`config.mk`:
```
export PLATFORM = sky130hd
export DESIGN_NAME = stop_watch_time_fmt
export DESIGN_NICKNAME = d
export VERILOG_FILES = /design/src/rtl/stop_watch_time_fmt.sv
export SDC_FILE = /design/constraint.sdc
export NUM_CORES = 1
export LEC_CHECK = 0
export ABC_AREA = 1
export BUFFER_PORTS_ARGS = -buffer_cell sky130_fd_sc_hd__buf_2
export CAP_MARGIN = 20
export CORE_MARGIN = 2
export CORE_UTILIZATION = 41
export DETAILED_ROUTE_END_ITERATION = 8
export PLACE_DENSITY = 0.66
export SYNTH_ARGS = -nofsm -noshare
export SYNTH_HDL_FRONTEND = slang
export SYNTH_SLANG_ARGS = --single-unit
```
`constraint.sdc`:
```
create_clock -name clk -period 4.4 [get_ports clk]
set_input_delay 0.88 -clock clk [delete_from_list [all_inputs] [get_ports clk]]
set_output_delay 0.88 -clock clk [all_outputs]
set_load 0.01 [all_outputs]
```
`src/rtl/stop_watch_time_fmt.sv`:
```
// Converts a sampled millisecond count into BCD hh:mm:ss.mmm using one shared 32-bit restoring divider run four times.
// Latency: valid pulses in the cycle after acceptance edge E0+129; ready returns one edge after the valid cycle.
// Backpressure: start is honoured only while ready=1, otherwise dropped (optional STOP_WATCH_TIME_FMT_AUTO_SAMPLE_EN adds a periodic internal request).
module stop_watch_time_fmt #(
   parameter int MS_PER_S      = 1000,
   parameter int HR_LIMIT      = 100,
   parameter int SAMPLE_PERIOD = 50000
) (
   input  logic        clk,
   input  logic        rst,
   input  logic [31:0] nrms,
   input  logic        start,
   output logic        ready,
   output logic        valid,
   output logic [11:0] ms_bcd,
   output logic [7:0]  sec_bcd,
   output logic [7:0]  min_bcd,
   output logic [7:0]  hr_bcd,
   output logic        ovf
);

   typedef enum logic [2:0] {IDLE, D_MS, D_SEC, D_MIN, D_HR, DONE} state_t;

   state_t      state;
   logic [31:0] dvd;      // shifts dividend out / quotient in
   logic [31:0] rem;
   logic [31:0] dsr;
   logic [4:0]  cnt;
   logic [9:0]  ms_bin;
   logic [5:0]  sec_bin;
   logic [5:0]  min_bin;
   logic [6:0]  hr_bin;
   logic        ovf_bin;

   logic [32:0] trial;
   logic        qbit;
   logic [31:0] rem_nxt;
   logic [31:0] quo_nxt;
   logic        req;

   function automatic logic [7:0] bcd2(input logic [6:0] v);
      return {4'(v / 7'd10), 4'(v % 7'd10)};
   endfunction

   function automatic logic [11:0] bcd3(input logic [9:0] v);
      return {4'(v / 10'd100), 4'((v / 10'd10) % 10'd10), 4'(v % 10'd10)};
   endfunction

   // one restoring-division step: shift in next dividend bit, subtract if it fits
   always_comb begin
      trial   = {rem, dvd[31]};
      qbit    = (trial >= {1'b0, dsr});
      rem_nxt = qbit ? 32'(trial - {1'b0, dsr}) : trial[31:0];
      quo_nxt = {dvd[30:0], qbit};
   end

`ifdef STOP_WATCH_TIME_FMT_AUTO_SAMPLE_EN
   localparam int CW = $clog2(SAMPLE_PERIOD);
   logic [CW-1:0] smp_cnt;
   logic          tick;

   assign tick = (smp_cnt == CW'(SAMPLE_PERIOD - 1));
   assign req  = start | tick;

   // free-running sample timer; its request is lost if the converter is busy
   always_ff @(posedge clk) begin
      if (!rst)      smp_cnt <= '0;
      else if (tick) smp_cnt <= '0;
      else           smp_cnt <= smp_cnt + 1'b1;
   end
`else
   assign req = start;
`endif

   // conversion FSM: four 32-cycle divisions, then a single registered BCD update
   always_ff @(posedge clk) begin
      if (!rst) begin
         state   <= IDLE;
         ready   <= 1'b1;
         valid   <= 1'b0;
         ms_bcd  <= '0;
         sec_bcd <= '0;
         min_bcd <= '0;
         hr_bcd  <= '0;
         ovf     <= 1'b0;
         dvd     <= '0;
         rem     <= '0;
         dsr     <= '0;
         cnt     <= '0;
         ms_bin  <= '0;
         sec_bin <= '0;
         min_bin <= '0;
         hr_bin  <= '0;
         ovf_bin <= 1'b0;
      end else begin
         valid <= 1'b0;
         case (state)
            IDLE: begin
               // first IDLE cycle only re-arms ready, so a held start sees a one-cycle gap
               if (!ready) begin
                  ready <= 1'b1;
               end else if (req) begin
                  ready <= 1'b0;
                  dvd   <= nrms;
                  rem   <= '0;
                  dsr   <= 32'(MS_PER_S);
                  cnt   <= '0;
                  state <= D_MS;
               end
            end
            D_MS, D_SEC, D_MIN, D_HR: begin
               cnt <= cnt + 5'd1;
               dvd <= quo_nxt;
               rem <= rem_nxt;
               if (cnt == 5'd31) begin
                  // quotient feeds the next division; remainder is this field
                  rem <= '0;
                  case (state)
                     D_MS: begin
                        ms_bin <= rem_nxt[9:0];
                        dsr    <= 32'd60;
                        state  <= D_SEC;
                     end
                     D_SEC: begin
                        sec_bin <= rem_nxt[5:0];
                        dsr     <= 32'd60;
                        state   <= D_MIN;
                     end
                     D_MIN: begin
                        min_bin <= rem_nxt[5:0];
                        dsr     <= 32'(HR_LIMIT);
                        state   <= D_HR;
                     end
                     D_HR: begin
                        hr_bin  <= rem_nxt[6:0];
                        ovf_bin <= (quo_nxt != 32'd0);
                        state   <= DONE;
                     end
                     default: state <= IDLE;
                  endcase
               end
            end
            DONE: begin
               ms_bcd  <= bcd3(ms_bin);
               sec_bcd <= bcd2({1'b0, sec_bin});
               min_bcd <= bcd2({1'b0, min_bin});
               hr_bcd  <= bcd2(hr_bin);
               ovf     <= ovf_bin;
               valid   <= 1'b1;
               state   <= IDLE;
            end
            default: state <= IDLE;
         endcase
      end
   end

endmodule

```
======== Word-level counts from Yosys, hierarchy flattened ========
Cells that the tools add are included.
storage, ports and cells
  bits of input ports ..................... 35
  output and inout port bits .............. 39
  word-level logic and storage cells ...... 76
  bits in registers ....................... 173
operators by class
  muxes and demuxes ....................... 24
  equal/unequal tests ..................... 10
  div/mod/pow operators ................... 10
  order comparisons ....................... 1
  add/subtract/negate cells ............... 2
  reductions and logical operators ........ 12
operators with widths
  operator                                                                   count
  32-bit 2-to-1 mux                                                          9
  32-bit one-hot mux with 2 select lines                                     4
  33-bit by 32-bit greater-or-equal comparator with 1-bit output             1
  32-bit nonzero test                                                        1
  32-bit subtractor                                                          1
  10-bit by 4-bit remainder unit with 10-bit output (second input constant)  2
  3-bit AND reduction                                                        6
  6-bit by 4-bit divider with 7-bit output (second input constant)           2
  6-bit by 4-bit remainder unit with 7-bit output (second input constant)    2
  3-bit one-hot mux with 4 select lines                                      1
  10-bit by 4-bit divider with 10-bit output (second input constant)         1
  10-bit by 7-bit divider with 10-bit output (second input constant)         1
  5-bit 2-to-1 mux                                                           2
  5-bit one-hot mux with 2 select lines                                      1
  3-bit 2-to-1 mux                                                           3
  7-bit by 4-bit divider with 7-bit output (second input constant)           1
  7-bit by 4-bit remainder unit with 7-bit output (second input constant)    1
  3-bit by 2-bit == test with 1-bit output (second input constant)           2
  3-bit == test (second input constant)                                      2
  2-bit != test (second input constant)                                      3
  3-bit one-hot mux with 2 select lines                                      1
  5-bit by 1-bit adder with 5-bit output (second input constant)             1
  5-bit == test (second input constant)                                      1
  5-bit AND reduction                                                        1
  7 further kinds                                                            9

======== Logic depth before layout (Yosys ltp) ========
Gate-level depths: netlist (run 1).
  depth in word-level cells ............... 5
  gate-level depth with buffers ........... 54
  depth with buffers taken out ............ 54

======== Worst setup path after synthesis (run 1) ========
No wires, ideal clock.
  path type ............................... flip-flop to flip-flop
  start ................................... register ms_bin[9]
  end ..................................... register ms_bcd[7]
  library setup time ...................... 0.109 ns
  arrival ................................. 4.319 ns
  path slack .............................. -0.027 ns
  clock period less this slack ............ 4.427 ns
  data required time ...................... 4.291 ns
  buffers on the path ..................... 0
  cell stages (with the launch flop) ...... 44
  cells stage by stage .................... dfxtp_1 inv_2 nand2_2 nand4_4 nand2_4 nand2_1 nand2_1 inv_2 nand2_4 nand3_1 nand2_2 nand2_2 nand2_4 nand2_4 inv_2 nand2_1 nand2_2 inv_2 [... 8 more ...] nand3_1 nand3_2 nand2_4 nand3_4 nand2_1 nand2_1 inv_1 ha_1 nand4_1 nand3_4 nand2_1 and2_1 ha_1 xnor2_1 nand2_1 nand3_1 nand2_1 inv_1
between the ends
  longest elaborated chain between the ends .. 2
ends and longest elaborated chain
  item                                               RTL line  RTL
  start: declaration                                 29        logic [9:0] ms_bin;
  start signal: assignment                           120       ms_bin <= rem_nxt[9:0];
  10-bit by 4-bit divider with 10-bit output         46        return {4'(v / 10'd100), 4'((v / 10'd10) % 10'd10), 4'(v % 10'd10)};
  10-bit by 4-bit remainder unit with 10-bit output  46
  end signal: assignment                             144       ms_bcd <= bcd3(ms_bin);
  end: declaration                                   15        output logic [11:0] ms_bcd,
No other way between the ends.
A chain may end at the register's enable or synchronous reset.

======== Worst setup path after layout (run 1) ========
  start ................................... register ms_bin[7]
  end ..................................... register ms_bcd[2]
between the ends
  longest elaborated chain between the ends .. 1
ends and longest elaborated chain
  item                                               RTL line
  10-bit by 4-bit remainder unit with 10-bit output  46
No other way between the ends.

==> reports/qor.yml, run 1 <==
die_y_um: 147
firstDrtPassIters: 5
grt_pass1_wl_um: 34800
startpoint_type: "register"
cellPowerDensity_nw_per_um2: 601
synth_top_family_by_area: "simple AND/OR/NAND/NOR gates"
cts_made_buffers: 17
cts_max_level: 4
antenna_found_initial: 0
yosysWarningCount: 0
outcome: "finished with violations"
critPathSlowestCell: "dfxtp_4"
routed_via_density: 4.97
cts_hold_buf: 0
hold_slack_ns: 0.461
reg2reg_depth: 45
min_path_cells: 2
power.leakage_nw: 5.09
required_ns: 4.68
clockRootBuffer: "clkbuf_16"
hpwlAfterDp_um: 14000
period_share_pct: 106
clock_skew_ns: 0.00981
synthMuxAreaShare_pct: 0.283
ant_nets: 0
cts.sinks: 145
synth_area_leader_cell: "dfxtp_1"
final_nets: 1451
num_rows: 52
synthXorXnorAreaFrac_pct: 3.96
gp_congestion: 0.834
synth_area_um2: 8410
max_freq_ghz: 0.215
tightest_slew_ns: 0.893
pin_count: 74
grt_pass1_vias: 7523
maxSlewViolCount: 0
cts.clk_slew.worst_paths_ns: 0.06
hold_class: "register to register"
crit_fanout: 5
ys.flop_type: "dfxtp_1"
r2r-start: "ms_bin[7]$_SDFFE_PN0P_"
max_stage_delay_ns: 0.40
synth_compound_area_share_pct: 16.8
synthAdderAreaFrac_pct: 3.21
yosys.cell_count.top_type: "nand2_1"
syn_avg_cell_area_um2: 6.70
ys_top_cells_by_area: "dfxtp_1 (34%), nand2_1 (15%), inv_1 (7.0%)"
utilization_pct: 52.4
synth_common_cells: "nand2_1 (334), inv_1 (156), dfxtp_1 (145)"
violations: "setup timing"
final_hold_viol_count: 0
setup_slack_ns: -0.255
synth_top_area_share_pct: 34.5
cts_tree: "done"
drive_above_1_share_pct: 23.5
grt_overflow_total: 0
drv_cap: 0
yosys.area_share.simple_pct: 31.4
die-area_um2: 21700
ys_seq_area_share_pct: 34.5
wl_um: 21000
dp.cells: 1605
setup_violations: 5
peakVddDrop_v: 0.000450
synth_edf_count: 0
area_delta_synth_final_pct: 25.6
worst_hold_path.endpoint: "min_bcd[2]$_SDFFE_PN0P_"
wl_per_cell_um: 12.5
r2r_end: "ms_bcd[2]$_SDFFE_PN0P_"
min_period_ns: 4.66
cp_common_cell: "buf_4"
drtIter0Drc: 421
core_region_area_um2: 20200
port-buffer-count: 71
max_slew_margin_pct: 39.9
grt_max_degree: 51
synthArstFlopShare_pct: 0
clk_path_buf_depth: 2
path_delay_family: "buffers and inverters"
hp-start: "min_bcd[2]$_SDFFE_PN0P_"
cp_data_arrival_time_ns: 4.93
rsz0062_at_grt: "true"
drc_errors: 0
synthCells: 1256
die_x_um: 147
cp_num_buf_inv: 20
ys_ff_latch: 145
insertion_delay_ns: 0.43
grt_use_total_pct: 19.0
vias: 8333
reg2reg_slack_ns: -0.26
initial_core_util_pct: 41.7
num_antenna_cells: 0
fillers: 1953
end_kind: "register"
crit_type: "register to register"
synth_cell_types: 49
instances_no_fill: 1678
layer usage:
layer,vias to the layer above,wire length (µm),global-route usage (%)
met3,19,549,3.32
met2,115,10200,32.1
met1,3813,10000,25.2
met4,0,265,5.10
met5,-,0,0
li1,4386,-,-
final cells by class:
type,instances,area [µm²],share of cell area (%)
Multi-Input combinational cell,895,5050,47.8
Sequential cell,145,2920,27.6
Timing Repair Buffer,163,1070,10.2
Inverter,173,659,6.24
Clock buffer,20,447,4.23
Tap cell,270,338,3.20
Clock inverter,12,86.3,0.817
cells in the final DEF (no fill, tap or decap), drive strengths merged, types with 2 or more instances in the layout:
cell	count
conb	2
a211oi	3
clkinvlp	3
inv	173
o22ai	3
nand3b	2
xnor2	15
nor2	89
nor4	14
nor3	12
o221ai	2
ha	20
xor2	23
mux2i	2
clkinv	9
nand4	23
o31ai	3
or2	3
o211ai	13
dfxtp	145
a21boi	2
nand2	363
clkbuf	20
o21bai	4
nand3	71
a21oi	98
o21ai	82
a31oi	38
buf	163
worst reg2reg max path: cells and delay by family, from the launching register on:
kind,cells,cell delay (ns)
AOI/OAI and AO/OA,3,0.20
adders and majority gates,1,0.25
buffers and inverters,20,2.10
DFF,1,0.40
and+or+nand+nor,21,1.54
flip-flops by register name, indices dropped and copies added, names as in the netlist:
register and cells:
cnt 5, dsr 6, dvd 32, hr_bcd 8, hr_bin 7, min_bcd 7
min_bin 6, ms_bcd 12, ms_bin 10, ovf 1, ovf_bin 1, ready 1
rem 32, sec_bcd 7, sec_bin 6, state 3, valid 1
logic make-up after synthesis:
logic type,count (synthesis)
compound gates,252
xor+xnor,38
fa+ha+maj,21
buf+inv,217
flops,145
mux,2
other cells,1
simple gates,580
worst max-delay path by stage:
stage | startpoint | endpoint | slack [ns] | cells past startpoint
global placement | ms_bin[7]$_SDFFE_PN0P_ | ms_bcd[7]$_SDFFE_PN0P_ | -0.14 | 45
floorplan | ms_bin[7]$_SDFFE_PN0P_ | ms_bcd[7]$_SDFFE_PN0P_ | 0.04 | 47
detailed placement | ms_bin[7]$_SDFFE_PN0P_ | ms_bcd[7]$_SDFFE_PN0P_ | -0.34 | 47
CTS | ms_bin[7]$_SDFFE_PN0P_ | ms_bcd[7]$_SDFFE_PN0P_ | -0.14 | 46
finish | ms_bin[7]$_SDFFE_PN0P_ | ms_bcd[2]$_SDFFE_PN0P_ | -0.26 | 45
global route | ms_bin[7]$_SDFFE_PN0P_ | ms_bcd[5]$_SDFFE_PN0P_ | -0.57 | 50
report_power, final:
| group | leakage, nW | switching [W] | internal (W) |
|---|---|---|---|
| clock | 0.257 | 0.000578 | 0.000736 |
| combinational | 3.65 | 0.00200 | 0.00110 |
| sequential | 1.18 | 0.000294 | 0.00164 |
per-stage QoR:
stage	cell area, µm²	worst slack [ns]	total power [W]	TNS (ns)
6_report	10600	-0.255	0.00636	-0.938
5_1_grt	10600	-0.568	0.00694	-2.67
4_1_cts	10300	-0.138	0.00641	-0.557
3_5_place_dp	9360	-0.336	0.00506	-0.847
3_3_place_gp	9360	-0.141	0.00504	-0.310
2_1_floorplan	8420	0.0389	0.00428	0
what timing repair did:
item | in CTS | in global routing
pin swaps | 35 | 53
setup buffers | 30 | 12
resized for setup | 47 | 54
setup endpoints to repair | 3 | 6
gates cloned | 0 | 0
Note: power is estimated with default switching activity, not from simulation.
==> run 2: changes to the inputs <==
Settings changed: REMOVE_ABC_BUFFERS from default to 1.
==> run 2 against run 1 <==
Net effect:
- the run still ends with setup timing left
- cell area up 1.1%
- via count up 0.88%
- setup slack worse by 0.15 ns
- combinational power about the same
- die area unchanged
- register-to-register slack worse by 0.15 ns
- non-clock buffer count up 3
- wire length up 2.4%
==> reports/qor.yml, run 2 (synthesis gave the netlist of run 1 again) <==
cp_data_arrival_time_ns: 5.13  # was 4.93 ns
setup_violations: 5  # unchanged
final_hold_viol_count: 0  # unchanged
cp_common_cell: "nand2_4"  # was buf_4
hold_class: "register to register"  # unchanged
grt_pass1_vias: 7713  # was 7523
die_x_um: 147  # unchanged
max_stage_delay_ns: 0.39  # was 0.40 ns
cts_made_buffers: 17  # unchanged
insertion_delay_ns: 0.42  # was 0.43 ns
max_slew_margin_pct: 40.3  # was 39.9%
fillers: 1901  # was 1953
antenna_found_initial: 0  # unchanged
dp.cells: 1605  # unchanged
grt_max_degree: 75  # was 51
port-buffer-count: 71  # unchanged
hold_slack_ns: 0.460  # was 0.461 ns
pin_count: 74  # unchanged
num_antenna_cells: 0  # unchanged
most-common-layout-cells: "nand2_1 (308), inv_1 (144), dfxtp_1 (142)"  # was nand2_1 (308), inv_1 (146), dfxtp_1 (141)
rsz0062_at_grt: "true"  # unchanged
reg_top3: "dvd x32, rem x32, ms_bcd x12"  # unchanged
cts.clk_slew.worst_paths_ns: 0.06  # about the same
setup_slack_ns: -0.408  # was -0.255 ns
core_region_area_um2: 20200  # unchanged
wl_per_cell_um: 12.8  # was 12.5 µm
routed_via_density: 5.00  # was 4.97
wl_um: 21500  # was 21000 µm
cts_tree: "done"  # unchanged
min_period_ns: 4.81  # was 4.66 ns
final_common_cell: "nand2_1"  # unchanged
crit_type: "register to register"  # unchanged
max_freq_ghz: 0.208  # was 0.215 GHz
power.leakage_nw: 5.14  # was 5.09 nW
die-area_um2: 21700  # unchanged
period_share_pct: 109  # was 106%
maxSlewViolCount: 0  # unchanged
final_nets: 1454  # was 1451
required_ns: 4.72  # was 4.68 ns
clock_skew_ns: 0.00922  # was 0.00981 ns
drc_errors: 0  # unchanged
grt_use_total_pct: 19.0  # about the same
vias: 8406  # was 8333
peakVddDrop_v: 0.000464  # was 0.000450 V
cellPowerDensity_nw_per_um2: 610  # was 601 nW/µm²
drv_cap: 0  # unchanged
startpoint_type: "register"  # unchanged
clockRootBuffer: "clkbuf_16"  # unchanged
critPathSlowestCell: "dfxtp_4"  # unchanged
drive_above_1_share_pct: 24.2  # was 23.5%
area_delta_synth_final_pct: 27.0  # was 25.6%
clk_path_buf_depth: 2  # unchanged
cts_max_level: 4  # unchanged
tightest_slew_ns: 0.887  # was 0.893 ns
initial_core_util_pct: 41.7  # unchanged
violations: "setup timing"  # unchanged
utilization_pct: 53.0  # was 52.4%
outcome: "finished with violations"  # unchanged
end_kind: "register"  # unchanged
hpwlAfterDp_um: 13500  # was 14000 µm
num_rows: 52  # unchanged
cts.sinks: 145  # unchanged
firstDrtPassIters: 5  # unchanged
grt_pass1_wl_um: 34800  # about the same
drtIter0Drc: 480  # was 421
grt_overflow_total: 0  # unchanged
instances_no_fill: 1680  # was 1678
gp_congestion: 0.833  # was 0.834
ant_nets: 0  # unchanged
die_y_um: 147  # unchanged
crit_fanout: 7  # was 5
## run 2: per-layer routing
metal	GRT usage [%]	routed length [µm]
met5	0	0
met4	5.67	339
met3	4.07	730
met2	32.3	10400
met1	24.3	9970
## run 2: worst paths after layout
path | startpoint | endpoint | slack (ns) | depth (start not counted)
setup / recovery | ms_bin[9]$_SDFFE_PN0P_ | ms_bcd[7]$_SDFFE_PN0P_ | -0.41 | 45
hold / removal | sec_bcd[2]$_SDFFE_PN0P_ | sec_bcd[2]$_SDFFE_PN0P_ | 0.46 | 2
setup reg to reg | ms_bin[9]$_SDFFE_PN0P_ | ms_bcd[7]$_SDFFE_PN0P_ | -0.41 | 45
hold reg to reg | sec_bcd[2]$_SDFFE_PN0P_ | sec_bcd[2]$_SDFFE_PN0P_ | 0.46 | 2
## run 2: final cells by class
type | count | area [µm²] | share of cell area, %
Clock buffer | 20 | 467 | 4.37
Clock inverter | 11 | 130 | 1.22
Inverter | 173 | 662 | 6.19
Multi-Input combinational cell | 895 | 5090 | 47.6
Sequential cell | 145 | 2910 | 27.3
Tap cell | 270 | 338 | 3.16
Timing Repair Buffer | 166 | 1090 | 10.2
## run 2: metrics by stage
step	setup TNS [ns]	worst slack, ns	cell area [µm²]	total power (W)
floorplan	-3.35	-0.326	8240	0.00423
global route	-3.48	-0.731	10700	0.00709
CTS	-0.619	-0.145	10400	0.00656
finish	-1.89	-0.408	10700	0.00653
global placement	-0.341	-0.144	9350	0.00505
detailed placement	-0.960	-0.351	9350	0.00507
## run 2: repair_timing
action / CTS / global route
pin swaps: 40 / 50
setup endpoints to repair: 3 / 7
buffers inserted: 37 / 8
hold buffers: 0 / 0
resized for setup: 54 / 58
## run 2: worst max-delay path, delay by kind of cell (launching register included)
kind | cells | cell delay (ns)
buffers and inverters | 10 | 0.76
and+or+nand+nor | 33 | 3.22
DFF | 1 | 0.39
adders and majority gates | 1 | 0.15
xor gates and xnor gates | 1 | 0.12
## run 2: power by group
| part | switching, W | internal [W] |
|---|---|---|
| logic | 0.00203 | 0.00110 |
| registers | 0.000293 | 0.00164 |
| clock network | 0.000575 | 0.000880 |
| total | 0.00290 | 0.00363 |
